## src/rtl/uart_rx_fifo.sv

```systemverilog
// UART receive front end: 8N1 deserialiser with 16x oversampling, its own
// baud-tick generator, and a first-word-fall-through receive FIFO.
//
// state | meaning
// IDLE  | line idle, waiting for rx_s low
// START | counting to mid start bit; high there means glitch, abandon
// DATA  | sampling BUS_SIZE data bits at mid-bit, LSB first
// STOP  | counting to mid stop bit; push byte or flag framing error
module uart_rx_fifo #(
  parameter int BUS_SIZE    = 8,
  parameter int SB_TICK     = 16,
  parameter int CLK_DIV     = 326,
  parameter int FIFO_ADDR_W = 2
) (
  input  logic                clk,
  input  logic                reset,
  input  logic                rx,
  input  logic                rd_signal,
  output logic [BUS_SIZE-1:0] o_data,
  output logic                rx_empty_signal,
  output logic                rx_full_signal,
  output logic                overrun_err,
  output logic                framing_err
);

  localparam int DIV_W = (CLK_DIV > 1) ? $clog2(CLK_DIV) : 1;
  localparam int S_W   = (SB_TICK > 16) ? $clog2(SB_TICK) : 4;
  localparam int N_W   = (BUS_SIZE > 1) ? $clog2(BUS_SIZE) : 1;
  localparam int DEPTH = 2 ** FIFO_ADDR_W;

  localparam logic [DIV_W-1:0] DIV_LAST = DIV_W'(CLK_DIV - 1);
  localparam logic [S_W-1:0]   S_MID    = S_W'(7);
  localparam logic [S_W-1:0]   S_BIT    = S_W'(15);
  localparam logic [S_W-1:0]   S_STOP   = S_W'(SB_TICK - 1);
  localparam logic [N_W-1:0]   N_LAST   = N_W'(BUS_SIZE - 1);

  typedef enum logic [1:0] {
    IDLE  = 2'd0,
    START = 2'd1,
    DATA  = 2'd2,
    STOP  = 2'd3
  } state_t;

  // ---------------------------------------------------------------------
  // rx synchroniser and free-running oversampling tick
  // ---------------------------------------------------------------------
  logic             rx_meta_q, rx_meta_d;
  logic             rx_s_q, rx_s_d;
  logic [DIV_W-1:0] div_q, div_d;
  logic             tick;

  always_comb begin
    rx_meta_d = rx;
    rx_s_d    = rx_meta_q;
    tick      = (div_q == DIV_LAST);
    div_d     = tick ? '0 : div_q + DIV_W'(1);
  end

  always_ff @(posedge clk or negedge reset) begin
    if (!reset) begin
      rx_meta_q <= 1'b1;
      rx_s_q    <= 1'b1;
      div_q     <= '0;
    end else begin
      rx_meta_q <= rx_meta_d;
      rx_s_q    <= rx_s_d;
      div_q     <= div_d;
    end
  end

  // ---------------------------------------------------------------------
  // Receiver FSM
  // ---------------------------------------------------------------------
  state_t              state_q, state_d;
  logic [S_W-1:0]      s_q, s_d;
  logic [N_W-1:0]      n_q, n_d;
  logic [BUS_SIZE-1:0] b_q, b_d;
  logic                fe_q, fe_d;
  logic                push_req;

  always_ff @(posedge clk or negedge reset) begin
    if (!reset) begin
      state_q <= IDLE;
      s_q     <= '0;
      n_q     <= '0;
      b_q     <= '0;
      fe_q    <= 1'b0;
    end else begin
      state_q <= state_d;
      s_q     <= s_d;
      n_q     <= n_d;
      b_q     <= b_d;
      fe_q    <= fe_d;
    end
  end

  always_comb begin
    state_d  = state_q;
    s_d      = s_q;
    n_d      = n_q;
    b_d      = b_q;
    fe_d     = 1'b0;
    push_req = 1'b0;

    case (state_q)
      IDLE: begin
        if (!rx_s_q) begin
          state_d = START;
          s_d     = '0;
        end
      end

      START: begin
        if (tick) begin
          if (s_q == S_MID) begin
            if (!rx_s_q) begin
              state_d = DATA;
              s_d     = '0;
              n_d     = '0;
            end else begin
              state_d = IDLE;
            end
          end else begin
            s_d = s_q + S_W'(1);
          end
        end
      end

      DATA: begin
        if (tick) begin
          if (s_q == S_BIT) begin
            s_d = '0;
            b_d = {rx_s_q, b_q[BUS_SIZE-1:1]};
            if (n_q == N_LAST) begin
              state_d = STOP;
            end else begin
              n_d = n_q + N_W'(1);
            end
          end else begin
            s_d = s_q + S_W'(1);
          end
        end
      end

      STOP: begin
        if (tick) begin
          if (s_q == S_STOP) begin
            // A low stop bit returns to IDLE still low, so a held break
            // re-arms and reports once per frame time.
            if (rx_s_q) begin
              push_req = 1'b1;
            end else begin
              fe_d = 1'b1;
            end
            state_d = IDLE;
          end else begin
            s_d = s_q + S_W'(1);
          end
        end
      end

      default: state_d = IDLE;
    endcase
  end

  // ---------------------------------------------------------------------
  // First-word-fall-through FIFO, pointers carry one extra wrap bit
  // ---------------------------------------------------------------------
  logic [FIFO_ADDR_W:0]   wr_ptr_q, wr_ptr_d;
  logic [FIFO_ADDR_W:0]   rd_ptr_q, rd_ptr_d;
  logic [BUS_SIZE-1:0]    mem_q [DEPTH];
  logic                   ovr_q, ovr_d;
  logic                   empty, full, do_pop, do_push;
  logic [FIFO_ADDR_W-1:0] wr_addr, rd_addr;

  always_comb begin
    wr_addr = wr_ptr_q[FIFO_ADDR_W-1:0];
    rd_addr = rd_ptr_q[FIFO_ADDR_W-1:0];
    empty   = (wr_ptr_q == rd_ptr_q);
    full    = (wr_ptr_q[FIFO_ADDR_W] != rd_ptr_q[FIFO_ADDR_W]) && (wr_addr == rd_addr);
    do_pop  = rd_signal && !empty;
    // A pop in the same cycle frees the slot, so a full FIFO still accepts.
    do_push = push_req && (!full || do_pop);
    ovr_d   = push_req && full && !do_pop;

    wr_ptr_d = wr_ptr_q;
    rd_ptr_d = rd_ptr_q;
    if (do_push) begin
      wr_ptr_d = wr_ptr_q + (FIFO_ADDR_W + 1)'(1);
    end
    if (do_pop) begin
      rd_ptr_d = rd_ptr_q + (FIFO_ADDR_W + 1)'(1);
    end
  end

  always_ff @(posedge clk or negedge reset) begin
    if (!reset) begin
      wr_ptr_q <= '0;
      rd_ptr_q <= '0;
      ovr_q    <= 1'b0;
    end else begin
      wr_ptr_q <= wr_ptr_d;
      rd_ptr_q <= rd_ptr_d;
      ovr_q    <= ovr_d;
    end
  end

  always_ff @(posedge clk) begin
    if (do_push) begin
      mem_q[wr_addr] <= b_q;
    end
  end

  assign o_data          = empty ? '0 : mem_q[rd_addr];
  assign rx_empty_signal = empty;
  assign rx_full_signal  = full;
  assign overrun_err     = ovr_q;
  assign framing_err     = fe_q;

endmodule

```

## config.mk

```make
export PLATFORM = sky130hd
export DESIGN_NAME = uart_rx_fifo
export DESIGN_NICKNAME = d
export VERILOG_FILES = /design/src/rtl/uart_rx_fifo.sv
export SDC_FILE = /design/constraint.sdc
export NUM_CORES = 1
export LEC_CHECK = 0
export ABC_AREA = 1
export CAP_MARGIN = 15
export CELL_PAD_IN_SITES_DETAIL_PLACEMENT = 0
export CELL_PAD_IN_SITES_GLOBAL_PLACEMENT = 2
export CORE_MARGIN = 2
export CORE_UTILIZATION = 38
export DETAILED_ROUTE_END_ITERATION = 10
export GPL_TIMING_DRIVEN = 0
export PLACE_DENSITY_LB_ADDON = 0.1
export SYNTH_ARGS = -nofsm -noshare
export SYNTH_HDL_FRONTEND = slang
export SYNTH_SLANG_ARGS = --single-unit
```

## constraint.sdc

```tcl
create_clock -name clk -period 2.32 [get_ports clk]
set_input_delay 0.348 -clock clk [delete_from_list [all_inputs] [get_ports clk]]
set_output_delay 0.348 -clock clk [all_outputs]
set_load 0.02 [all_outputs]
```

==> results_tabular.tex, run 1 <==
\begin{tabular}{lr}
\hline
Metric & Value \\
\hline
\multicolumn{2}{l}{\textbf{Cells and area}} \\
Count of nets after finishing & 376 \\
Sequential cell area & 1860 um\^{}2 \\
Post-Route Utilization & 45.7\% \\
Highest-count cells in the layout ignoring fill and taps & sky130\_fd\_sc\_hd\_\_nand2\_1, sky130\_fd\_sc\_hd\_\_inv\_1, sky130\_fd\_sc\_hd\_\_dfrtp\_1 \\
Synthesis-to-layout area growth & 16.6\% \\
Leading cell type in the layout, fill and taps excluded & sky130\_fd\_sc\_hd\_\_nand2\_1 \\
Cell area after layout & 3770 um\^{}2 \\
Share of final-layout standard cells stronger than drive strength 1 & 17.4\% \\
Diodes inserted & 0 \\
Fillers & 828 \\
Area of the multi-input gates & 1180 um\^{}2 \\
\multicolumn{2}{l}{\textbf{Routing}} \\
1st-pass router iterations & 4 \\
Via/cell ratio & 4.70 \\
Post-DRT Antenna Nets & 0 \\
DRT iter0 DRCs & 108 \\
Number of remaining DRC errors & 0 \\
Routed vias & 2218 \\
Post-DR wirelength/cell & 12.9 um \\
Wire length reported by the detailed router & 6070 um \\
\multicolumn{2}{l}{\textbf{Logic synthesis}} \\
Top cell type by total area after synthesis & sky130\_fd\_sc\_hd\_\_edfxtp\_1 \\
Synthesized netlist cell count & 335 \\
Share of synthesized flip-flops with an asynchronous set or reset & 52.9\% \\
Count of warnings emitted by yosys & 0 \\
Count of flip-flops with a built-in enable after synthesis & 32 \\
Number of nets produced by synthesis & 349 \\
Number of distinct library cells after synthesis & 32 \\
Synthesized cell area & 3240 um\^{}2 \\
Top-area cell type share of the netlist area & 29.7\% \\
Yosys reg bits & 68 \\
Most used DFF post-synth & sky130\_fd\_sc\_hd\_\_dfrtp\_1 \\
Fraction of the yosys area taken by sequential cells & 57.6\% \\
Syn avg cell area & 9.67 um\^{}2 \\
Leading post-synthesis cells by cell area & sky130\_fd\_sc\_hd\_\_edfxtp\_1, sky130\_fd\_sc\_hd\_\_dfrtp\_1, sky130\_fd\_sc\_hd\_\_nand2\_1 \\
\multicolumn{2}{l}{\textbf{Timing}} \\
Least-Margin Pin Slew & 0.833 ns \\
Post-Route Skew & 0.00733 ns \\
Setup repair after global routing missed its margin & true \\
Share of the clock period used by the worst path after layout & 95.2\% \\
Count of final setup violators & 0 \\
Hold Vio Cnt, Final & 0 \\
Final hold slack & 0.108 ns \\
Highest attainable clock frequency & 453 MHz \\
Count of pins over their slew limit & 0 \\
Worst relative slew slack & 44.5\% \\
Setup ws final & 0.112 ns \\
Clock period minus final worst setup slack & 2.21 ns \\
\multicolumn{2}{l}{\textbf{Placed design}} \\
Hpwl dp & 4170 um \\
Number of buffers added on ports & 15 \\
Placer's final routability congestion estimate & 0.740 \\
DP Worst Slack & -0.120 ns \\
Area after detailed placement & 3510 um\^{}2 \\
\multicolumn{2}{l}{\textbf{GRT}} \\
First-pass GRT wire length & 10400 um \\
Maximum number of pins on one net before global-route repair & 37 \\
Number of antenna violations at the first check in global routing & 0 \\
Overall fraction of global-route tracks in use & 15.0\% \\
Number of global-route vias before repair & 2176 \\
GRT Residual Overflow & 0 \\
\multicolumn{2}{l}{\textbf{Clock tree}} \\
Clock tree buffer depth & 2 \\
Number of sinks on the clock net & 68 \\
CTS HTree Levels & 3 \\
Number of CTS-inserted buffers & 9 \\
Clock edge transition at the registers on the reported setup and hold paths & 0.08 ns \\
Worst-skew pair later-pin latency & 0.34 ns \\
CTS tree & done \\
Clock Root Buffer & sky130\_fd\_sc\_hd\_\_clkbuf\_8 \\
CTS Hold Buffers Added & 0 \\
\multicolumn{2}{l}{\textbf{Die}} \\
Number of cell rows & 33 \\
Core footprint & 8260 um\^{}2 \\
Effective utilization at floorplan & 39.2\% \\
Die area & 9280 um\^{}2 \\
Number of placed I/O pins & 16 \\
Die Y & 96.3 um \\
Horiz. Die Dim & 96.3 um \\
\multicolumn{2}{l}{\textbf{Critical path}} \\
Startpoint types & register \\
Critical path data arrival time & 1.86 ns \\
Worst Reg2Reg Path Length in Cells & 7 \\
CP max FO & 10 \\
Launch point of the worst reg-to-reg path & s\_q[0]\$\_DFFE\_PN0P\_ \\
Type of the worst setup path & reg -> out \\
Worst setup path startpoint & rd\_ptr\_q[0]\$\_DFFE\_PN0P\_ \\
Element type at the critical path end & primary output \\
Data required time at the worst endpoint & 1.97 ns \\
\multicolumn{2}{l}{\textbf{Flow run}} \\
Max-cap violations & 0 \\
\multicolumn{2}{l}{\textbf{Worst hold path}} \\
Type of the worst min-delay path & in -> async \\
\multicolumn{2}{l}{\textbf{Power and ir drop}} \\
Leak Pwr & 1.86 nW \\
Worst IR Drop VDD & 0.308 mV \\
PD cells & 826 nW/um\^{}2 \\
\multicolumn{2}{l}{\textbf{Run status}} \\
Run status & finished, final reports clean \\
\hline
\end{tabular}
## repair_timing
| item | 4_1_cts | 5_1_grt |
|---|---|---|
| pin swaps | 0 | 1 |
| buffers inserted | 0 | 1 |
| endpoints found under the setup margin | 42 | 42 |
| resized for setup | 19 | 12 |
## worst paths after layout
kind / to / slack [ns]
min in group clk: rx_s_q$_DFF_PN1_ / 0.36
max: o_data[3] / 0.11
max reg2reg: mem_q[0][3]$_DFFE_PP_ / 0.12
min: s_q[3]$_DFFE_PN0P_ / 0.11
max in group asynchronous: div_q[1]$_DFF_PN0_ / 1.69
min reg2reg: rx_s_q$_DFF_PN1_ / 0.36
## power breakdown
| part | switching [W] | total [W] | leakage, nW | internal [W] |
|---|---|---|---|---|
| Clock | 0.000465 | 0.00107 | 0.110 | 0.000610 |
| Sequential | 0.0000238 | 0.00131 | 0.844 | 0.00128 |
| Combinational | 0.000449 | 0.000739 | 0.907 | 0.000290 |
## sequential cells by signal (all words and copies together), names as in the netlist, 3 cells and up, named ones only
name / count
s_q: 4
b_q: 8
n_q: 3
wr_ptr_q: 3
rd_ptr_q: 3
mem_q: 32
div_q: 9
## cell type report
class / instances / share of cell area (%)
Clock inverter: 7 / 2.62
Buffer: 7 / 1.52
Tap cell: 105 / 3.48
Sequential cell: 68 / 49.4
Multi-Input combinational cell: 215 / 31.2
Clock buffer: 9 / 3.28
Inverter: 45 / 4.67
Timing Repair Buffer: 16 / 3.81
## routing by layer
layer	up-vias	global-route usage [%]	part of all wire, %
met5	-	0	0
met4	0	7.16	1.8
met3	8	2.66	2.6
met2	28	25.5	50
met1	1040	18.4	46
li1	1142	-	-
## synthesized netlist by cell type (3+ instances only)
cell type	number
sky130_fd_sc_hd__o21ai_2	3
sky130_fd_sc_hd__xor2_1	4
sky130_fd_sc_hd__edfxtp_1	32
sky130_fd_sc_hd__nor3_1	3
sky130_fd_sc_hd__nand2_2	5
sky130_fd_sc_hd__nor2_2	5
sky130_fd_sc_hd__o22ai_1	8
sky130_fd_sc_hd__nand3_1	27
sky130_fd_sc_hd__inv_1	34
sky130_fd_sc_hd__buf_2	3
sky130_fd_sc_hd__dfrtp_1	34
sky130_fd_sc_hd__mux2i_1	8
sky130_fd_sc_hd__nand2_1	88
sky130_fd_sc_hd__a21oi_1	3
sky130_fd_sc_hd__nor2_1	25
sky130_fd_sc_hd__ha_1	10
sky130_fd_sc_hd__o21ai_0	11
sky130_fd_sc_hd__inv_2	10
sky130_fd_sc_hd__nand4_1	3
sky130_fd_sc_hd__buf_4	3
## critical path: stages (launching register included)
cell                            delay (ns)
sky130_fd_sc_hd__dfrtp_1              0.41
sky130_fd_sc_hd__buf_6                0.17
sky130_fd_sc_hd__inv_8                0.09
sky130_fd_sc_hd__nand2_1              0.05
sky130_fd_sc_hd__nand2_1              0.10
sky130_fd_sc_hd__nand3_1              0.12
sky130_fd_sc_hd__buf_6                0.17
sky130_fd_sc_hd__nand2_1              0.07
sky130_fd_sc_hd__inv_1                0.03
sky130_fd_sc_hd__dlygate4sd2_1        0.30
## logic make-up (layout without fill, tap and decap cells)
kind of cell             count (synthesis)  in the layout  share of synthesized area [%]
XOR/XNOR                                 6              6                           1.62
adder cells (fa/ha/maj)                 10             10                           3.86
flip-flops                              68             68                           57.6
multiplexers                             8              8                           2.47
AND/OR/NAND/NOR                        163            163                           22.8
buffers and inverters                   52             84                           6.57
AO/OA/AOI/OAI                           28             28                           5.06
## metrics by stage
step           total power, W  instances  setup TNS, ns
5_1_grt               0.00329        472          -2.08
4_1_cts               0.00314        471         -0.198
2_1_floorplan         0.00180        335              0
3_3_place_gp          0.00204        455          -3.93
3_5_place_dp          0.00205        455          -3.09
6_report              0.00312        472              0
(Power assumes the default switching activity.)
==> inputs of run 2 (changes only) <==
Settings changed: ABC_AREA 1 to 0, CORE_ASPECT_RATIO from default to 1.1, CORE_UTILIZATION 38 to 43, PLACE_DENSITY from default to 0.88, PLACE_DENSITY_LB_ADDON 0.1 to default.
==> results_tabular.tex, run 2 <==
\begin{tabular}{lr}
\hline
Metric & Value \\
\hline
\multicolumn{2}{l}{\textbf{Power and ir drop}} \\
Final Total Pwr & 0.00263 W \\
Combinational share of power & 16.5\% \\
Int Pwr & 0.00190 W \\
Worst IR Drop VDD & 0.559 mV \\
Clock share of power & 33.6\% \\
Leak Pwr & 1.59 nW \\
Share of power burned in registers & 49.8\% \\
Reported net switching power & 0.000735 W \\
Switching share of power & 28.0\% \\
PD cells & 735 nW/um\^{}2 \\
\multicolumn{2}{l}{\textbf{Die}} \\
Die Y & 93.1 um \\
Number of placed I/O pins & 16 \\
Horiz. Die Dim & 85.0 um \\
Number of cell rows & 32 \\
Die area & 7920 um\^{}2 \\
Effective utilization at floorplan & 44.3\% \\
Core footprint & 7010 um\^{}2 \\
\multicolumn{2}{l}{\textbf{Flow run}} \\
Max-cap violations & 0 \\
\multicolumn{2}{l}{\textbf{Critical path}} \\
Critical path data arrival time & 2.27 ns \\
Launch point of the worst reg-to-reg path & div\_q[3]\$\_DFF\_PN0\_ \\
Worst setup path startpoint & div\_q[3]\$\_DFF\_PN0\_ \\
Type of the worst setup path & reg -> reg \\
Largest stage delay, worst path & 0.62 ns \\
Total number of cells along the worst setup path & 5 \\
Element type at the critical path end & register \\
Data required time at the worst endpoint & 2.35 ns \\
Crit-path leading delay family & simple AND/OR/NAND/NOR gates \\
Max stage delay cell, worst path & sky130\_fd\_sc\_hd\_\_or4b\_4 \\
Worst Reg2Reg Path Length in Cells & 5 \\
CP max FO & 8 \\
Startpoint types & register \\
CP Buf/Inv Count & 1 \\
Critical path cell sequence & or4b\_4 > nor3\_4 > and4\_1 > buf\_6 > and2\_2 \\
\multicolumn{2}{l}{\textbf{Routing}} \\
Total length of routed met3 wires & 157 um \\
Amount of wire on met2 after detailed routing & 2600 um \\
Via/cell ratio & 5.23 \\
Top routing layer in use & met4 \\
Met1 wire length & 2180 um \\
DRT iter0 DRCs & 91 \\
Wire length reported by the detailed router & 4990 um \\
Routed vias & 1751 \\
Number of remaining DRC errors & 0 \\
1st-pass router iterations & 4 \\
Post-DR wirelength/cell & 14.9 um \\
Post-DRT Antenna Nets & 0 \\
\multicolumn{2}{l}{\textbf{Logic synthesis}} \\
Leading post-synthesis cells by cell area & sky130\_fd\_sc\_hd\_\_edfxtp\_1, sky130\_fd\_sc\_hd\_\_dfrtp\_1, sky130\_fd\_sc\_hd\_\_mux4\_2 \\
Number of distinct library cells after synthesis & 46 \\
Most used DFF post-synth & sky130\_fd\_sc\_hd\_\_dfrtp\_1 \\
Count of flip-flops with a built-in enable after synthesis & 32 \\
Top cell type by total area after synthesis & sky130\_fd\_sc\_hd\_\_edfxtp\_1 \\
Syn avg cell area & 14.2 um\^{}2 \\
Share of synthesized flip-flops with an asynchronous set or reset & 52.9\% \\
Count of warnings emitted by yosys & 0 \\
Most numerous cell in the Yosys netlist & sky130\_fd\_sc\_hd\_\_dfrtp\_1 \\
Synthesized cell area & 3110 um\^{}2 \\
Synthesized netlist cell count & 218 \\
Fraction of the yosys area taken by sequential cells & 60.0\% \\
Yosys reg bits & 68 \\
Top-area cell type share of the netlist area & 30.9\% \\
Number of nets produced by synthesis & 232 \\
Ranking of synthesized cells by instance count & sky130\_fd\_sc\_hd\_\_dfrtp\_1, sky130\_fd\_sc\_hd\_\_edfxtp\_1, sky130\_fd\_sc\_hd\_\_nor2\_1, sky130\_fd\_sc\_hd\_\_xnor2\_1 \\
\multicolumn{2}{l}{\textbf{Clock tree}} \\
Clock Root Buffer & sky130\_fd\_sc\_hd\_\_clkbuf\_8 \\
Clock edge transition at the registers on the reported setup and hold paths & 0.08 ns \\
Worst-skew pair later-pin latency & 0.34 ns \\
Clock tree buffer depth & 2 \\
CTS HTree Levels & 3 \\
Number of sinks on the clock net & 68 \\
CTS tree & done \\
Number of CTS-inserted buffers & 9 \\
CTS Hold Buffers Added & 0 \\
\multicolumn{2}{l}{\textbf{Cells and area}} \\
Largest registers ranked by flip-flop count & mem\_q (32), div\_q (9), b\_q (8) \\
Top reg by flops & mem\_q \\
Share of final-layout standard cells stronger than drive strength 1 & 24.4\% \\
Highest-count cells in the layout ignoring fill and taps & sky130\_fd\_sc\_hd\_\_dfrtp\_1, sky130\_fd\_sc\_hd\_\_edfxtp\_1, sky130\_fd\_sc\_hd\_\_nor2\_1 \\
Count of nets after finishing & 259 \\
Largest register FFs & 32 \\
Cell area after layout & 3580 um\^{}2 \\
Post-Route Utilization & 51.1\% \\
Diodes inserted & 0 \\
Leading cell type in the layout, fill and taps excluded & sky130\_fd\_sc\_hd\_\_dfrtp\_1 \\
Synthesis-to-layout area growth & 15.3\% \\
\multicolumn{2}{l}{\textbf{Timing}} \\
Share of the clock period used by the worst path after layout & 96.7\% \\
Final hold slack & 0.0938 ns \\
Hold Vio Cnt, Final & 0 \\
Worst relative slew slack & 45.8\% \\
Setup repair after global routing missed its margin & true \\
Clock period minus final worst setup slack & 2.24 ns \\
Highest attainable clock frequency & 446 MHz \\
Count of pins over their slew limit & 0 \\
Post-Route Skew & 0.00768 ns \\
Count of final setup violators & 0 \\
Setup ws final & 0.0770 ns \\
Least-Margin Pin Slew & 0.813 ns \\
\multicolumn{2}{l}{\textbf{GRT}} \\
Maximum number of pins on one net before global-route repair & 37 \\
Number of global-route vias before repair & 1819 \\
First-pass GRT wire length & 8490 um \\
Overall fraction of global-route tracks in use & 14.1\% \\
GRT Residual Overflow & 0 \\
Number of antenna violations at the first check in global routing & 0 \\
\multicolumn{2}{l}{\textbf{Placed design}} \\
Placer's final routability congestion estimate & 0.730 \\
Number of buffers added on ports & 15 \\
Area after detailed placement & 3360 um\^{}2 \\
Hpwl dp & 3390 um \\
DP Worst Slack & -0.121 ns \\
\multicolumn{2}{l}{\textbf{Run status}} \\
Run status & finished, final reports clean \\
\multicolumn{2}{l}{\textbf{Worst hold path}} \\
Type of the worst min-delay path & in -> async \\
\hline
\end{tabular}
## run 2: cell count changes in the layout (fill, tap and decap cells not counted), sizes merged, moves of 8 or more
cell	change
nand3	-21
nor2b	+9
nand2	-87
nor2	-16
mux4	+8
o21ai	-11
xnor2	+10
mux2	+11
inv	-32
## run 2: metrics by stage
step | TNS (ns) | std cells
finish | 0 | 335
floorplan | 0 | 218
detailed placement | -3.20 | 318
global placement | -2.89 | 318
CTS | 0 | 335
global route | -0.453 | 335
## run 2: worst reg2reg max path, cell delays in order (launching register included)
cell,delay (ns)
sky130_fd_sc_hd__dfrtp_1,0.44
sky130_fd_sc_hd__or4b_4,0.62
sky130_fd_sc_hd__nor3_4,0.25
sky130_fd_sc_hd__and4_1,0.23
sky130_fd_sc_hd__buf_6,0.12
sky130_fd_sc_hd__and2_2,0.28
## run 2: per-layer routing
metal / GRT usage, % / up-vias
met1: 16.4 / 870
met2: 23.9 / 27
met4: 5.42 / 0
li1: - / 846
met5: 0 / -
met3: 4.85 / 8
## run 2: final cells by class
| class | instances | area [um^2] |
|---|---|---|
| inverter | 10 | 37.5 |
| sequential | 68 | 1860 |
| clock buffer | 9 | 124 |
| fill | 597 | 3430 |
| tap | 85 | 106 |
| buffer | 7 | 71.3 |
| clock inverter | 7 | 57.6 |
| timing repair buffer | 16 | 153 |
| multi-input combinational | 133 | 1170 |
## run 2: cells by family (layout without fill, tap and decap cells)
group / Yosys count / in the layout / share of synthesized area, %
buffers and inverters: 17 / 49 / 3.26
xor gates and xnor gates: 16 / 16 / 4.51
DFF: 68 / 68 / 60.0
muxes: 22 / 22 / 10.9
adders and majority gates: 10 / 10 / 4.03
and+or+nand+nor: 62 / 62 / 12.1
AOI/OAI and AO/OA: 23 / 23 / 5.16
## run 2: power by group through the flow
stage | Clock [W] | Sequential [W] | Combinational [W]
6_report | 0.000884 | 0.00131 | 0.000435
3_5_place_dp | 0 | 0.00133 | 0.000386
5_1_grt | 0.000969 | 0.00132 | 0.000482
3_3_place_gp | 0 | 0.00133 | 0.000381
4_1_cts | 0.000912 | 0.00131 | 0.000439
2_1_floorplan | 0 | 0.00133 | 0.000283
## run 2: worst paths after layout
| kind | slack [ns] | to |
|---|---|---|
| max | 0.08 | mem_q[1][1]$_DFFE_PP_ |
| min | 0.09 | rd_ptr_q[2]$_DFFE_PN0P_ |
| max reg2reg | 0.08 | mem_q[1][1]$_DFFE_PP_ |
| min reg2reg | 0.36 | rx_s_q$_DFF_PN1_ |
| max in group asynchronous | 1.71 | div_q[8]$_DFF_PN0_ |
| min in group clk | 0.36 | rx_s_q$_DFF_PN1_ |
## run 2: repair_timing
action,in CTS,in global routing
gates cloned,0,0
hold endpoints to repair,0,0
gates resized for setup,18,2
setup endpoints to repair,42,33
pin swaps,1,0
setup buffers,1,0
==> inputs of run 3 (changes only) <==
Clock period 2.32 ns to 2.1 ns, I/O delays scaled along.
==> results_tabular.tex, run 3 (same netlist as run 2, synthesis figures left out) <==
\begin{tabular}{lr}
\hline
Metric & Value \\
\hline
\multicolumn{2}{l}{\textbf{Run status}} \\
Failing checks & setup timing \\
Run status & finished with violations \\
\multicolumn{2}{l}{\textbf{Timing}} \\
Worst relative slew slack & 46.5\% \\
Setup ws final & -0.00519 ns \\
Setup repair after global routing missed its margin & true \\
Post-Route Skew & 0.00790 ns \\
Sum of negative setup slack & -0.00996 ns \\
Hold Vio Cnt, Final & 0 \\
Clock period minus final worst setup slack & 2.11 ns \\
Least-Margin Pin Slew & 0.802 ns \\
Highest attainable clock frequency & 475 MHz \\
Share of the clock period used by the worst path after layout & 100\% \\
Count of pins over their slew limit & 0 \\
Count of final setup violators & 2 \\
\multicolumn{2}{l}{\textbf{Die}} \\
Die area & 7920 um\^{}2 \\
Number of cell rows & 32 \\
Number of placed I/O pins & 16 \\
Effective utilization at floorplan & 44.3\% \\
Die Y & 93.1 um \\
Horiz. Die Dim & 85.0 um \\
Core footprint & 7010 um\^{}2 \\
\multicolumn{2}{l}{\textbf{Cells and area}} \\
Leading cell type in the layout, fill and taps excluded & sky130\_fd\_sc\_hd\_\_edfxtp\_1 \\
Area of the multi-input gates & 1220 um\^{}2 \\
Top reg by flops & mem\_q \\
Largest registers ranked by flip-flop count & mem\_q (32), div\_q (9), b\_q (8) \\
Diodes inserted & 0 \\
Count of nets after finishing & 269 \\
Non-Filler Instances & 345 \\
Sequential cell area & 1870 um\^{}2 \\
Post-Route Utilization & 54.0\% \\
Share of final-layout standard cells stronger than drive strength 1 & 33.8\% \\
Synthesis-to-layout area growth & 21.8\% \\
Fillers & 577 \\
Largest register FFs & 32 \\
Cell area after layout & 3780 um\^{}2 \\
Highest-count cells in the layout ignoring fill and taps & sky130\_fd\_sc\_hd\_\_edfxtp\_1, sky130\_fd\_sc\_hd\_\_dfrtp\_1, sky130\_fd\_sc\_hd\_\_nor2\_1 \\
\multicolumn{2}{l}{\textbf{Routing}} \\
Via/cell ratio & 5.13 \\
DRT iter0 DRCs & 69 \\
Post-DRT Antenna Nets & 0 \\
Wire length reported by the detailed router & 5290 um \\
1st-pass router iterations & 4 \\
Post-DR wirelength/cell & 15.3 um \\
Number of remaining DRC errors & 0 \\
Routed vias & 1769 \\
\multicolumn{2}{l}{\textbf{Flow run}} \\
Max-cap violations & 0 \\
\multicolumn{2}{l}{\textbf{GRT}} \\
Number of antenna violations at the first check in global routing & 0 \\
Number of global-route vias before repair & 1767 \\
First-pass GRT wire length & 8710 um \\
Overall fraction of global-route tracks in use & 14.8\% \\
GRT Residual Overflow & 0 \\
Maximum number of pins on one net before global-route repair & 37 \\
\multicolumn{2}{l}{\textbf{Placed design}} \\
Area after detailed placement & 3360 um\^{}2 \\
DP Worst Slack & -0.299 ns \\
Count of placed standard cells including taps & 318 \\
Placer's final routability congestion estimate & 0.744 \\
Hpwl dp & 3420 um \\
Number of buffers added on ports & 15 \\
\multicolumn{2}{l}{\textbf{Power and ir drop}} \\
Worst IR Drop VDD & 0.582 mV \\
PD cells & 884 nW/um\^{}2 \\
Leak Pwr & 1.65 nW \\
\multicolumn{2}{l}{\textbf{Clock tree}} \\
Clock edge transition at the registers on the reported setup and hold paths & 0.07 ns \\
Worst-skew pair later-pin latency & 0.34 ns \\
Clock tree buffer depth & 2 \\
CTS tree & done \\
CTS HTree Levels & 3 \\
Number of CTS-inserted buffers & 9 \\
Clock Root Buffer & sky130\_fd\_sc\_hd\_\_clkbuf\_8 \\
Number of sinks on the clock net & 68 \\
\multicolumn{2}{l}{\textbf{Critical path}} \\
Startpoint types & register \\
Data required time at the worst endpoint & 1.78 ns \\
Element type at the critical path end & primary output \\
Type of the worst setup path & reg -> out \\
Critical path data arrival time & 1.79 ns \\
CP max FO & 4 \\
\multicolumn{2}{l}{\textbf{Worst hold path}} \\
Type of the worst min-delay path & in -> async \\
\hline
\end{tabular}
[run 3: cell count changes in the layout (fill, tap and decap cells not counted), sizes merged]
cell and change:
bufinv +2, clkinvlp -1, dlygate4sd2 -10, inv -4, clkinv +3, buf +20
[run 3: worst paths after layout]
check | from | end | slack, ns | cells after the start
min | reset | rd_ptr_q[0]$_DFFE_PN0P_ | 0.05 | 1
min in group clk | rx_meta_q$_DFF_PN1_ | rx_s_q$_DFF_PN1_ | 0.36 | 0
max reg2reg | rd_ptr_q[0]$_DFFE_PN0P_ | mem_q[3][1]$_DFFE_PP_ | 0.05 | 6
max in group asynchronous | reset | div_q[3]$_DFF_PN0_ | 1.49 | 1
max | rd_ptr_q[0]$_DFFE_PN0P_ | o_data[3] | -0.005 | 5
min reg2reg | rx_meta_q$_DFF_PN1_ | rx_s_q$_DFF_PN1_ | 0.36 | 0
[run 3: critical path: stages, from the launching register on]
cell,delay (ns)
sky130_fd_sc_hd__dfrtp_2,0.44
sky130_fd_sc_hd__buf_16,0.15
sky130_fd_sc_hd__buf_12,0.10
sky130_fd_sc_hd__mux4_2,0.47
sky130_fd_sc_hd__nor2b_1,0.14
sky130_fd_sc_hd__buf_2,0.15
[run 3: cell type report]
type                       instances  area share (%)
inverter                          10           0.992
tap                               85            2.81
buffer                             6            1.49
timing repair buffer              27            7.51
clock inverter                     7            2.41
multi-input combinational        133            32.1
sequential                        68            49.4
clock buffer                       9            3.27
[run 3: power by group]
group	total [W]	switching (W)	leakage (nW)	internal, W
combinational	0.000732	0.000321	0.717	0.000412
clock	0.00115	0.000486	0.101	0.000662
sequential	0.00147	0.0000442	0.834	0.00142
[run 3: per-layer routing]
metal  routed length (um)  GRT usage (%)  vias to the layer above
met1                 2290           17.4                      864
met4                  142           8.73                        0
met2                 2730           25.1                       27
met3                  136           3.18                       12
met5                    0              0                        -
li1                     -              -                      866
[run 3: timing repair]
item | in CTS | in global routing
setup endpoints to repair | 43 | 45
cloned | 2 | 0
setup buffers | 7 | 3
resized for setup | 64 | 9
hold buffers | 0 | 0
endpoints found under the hold margin | 0 | 0
pin swaps | 4 | 5
[run 3: through the flow]
stage	total power [W]	hold WS, ns
6_report	0.00335	0.0462
3_3_place_gp	0.00189	0.346
2_1_floorplan	0.00178	0.0194
5_1_grt	0.00349	0.112
4_1_cts	0.00340	0.0858
3_5_place_dp	0.00190	0.347
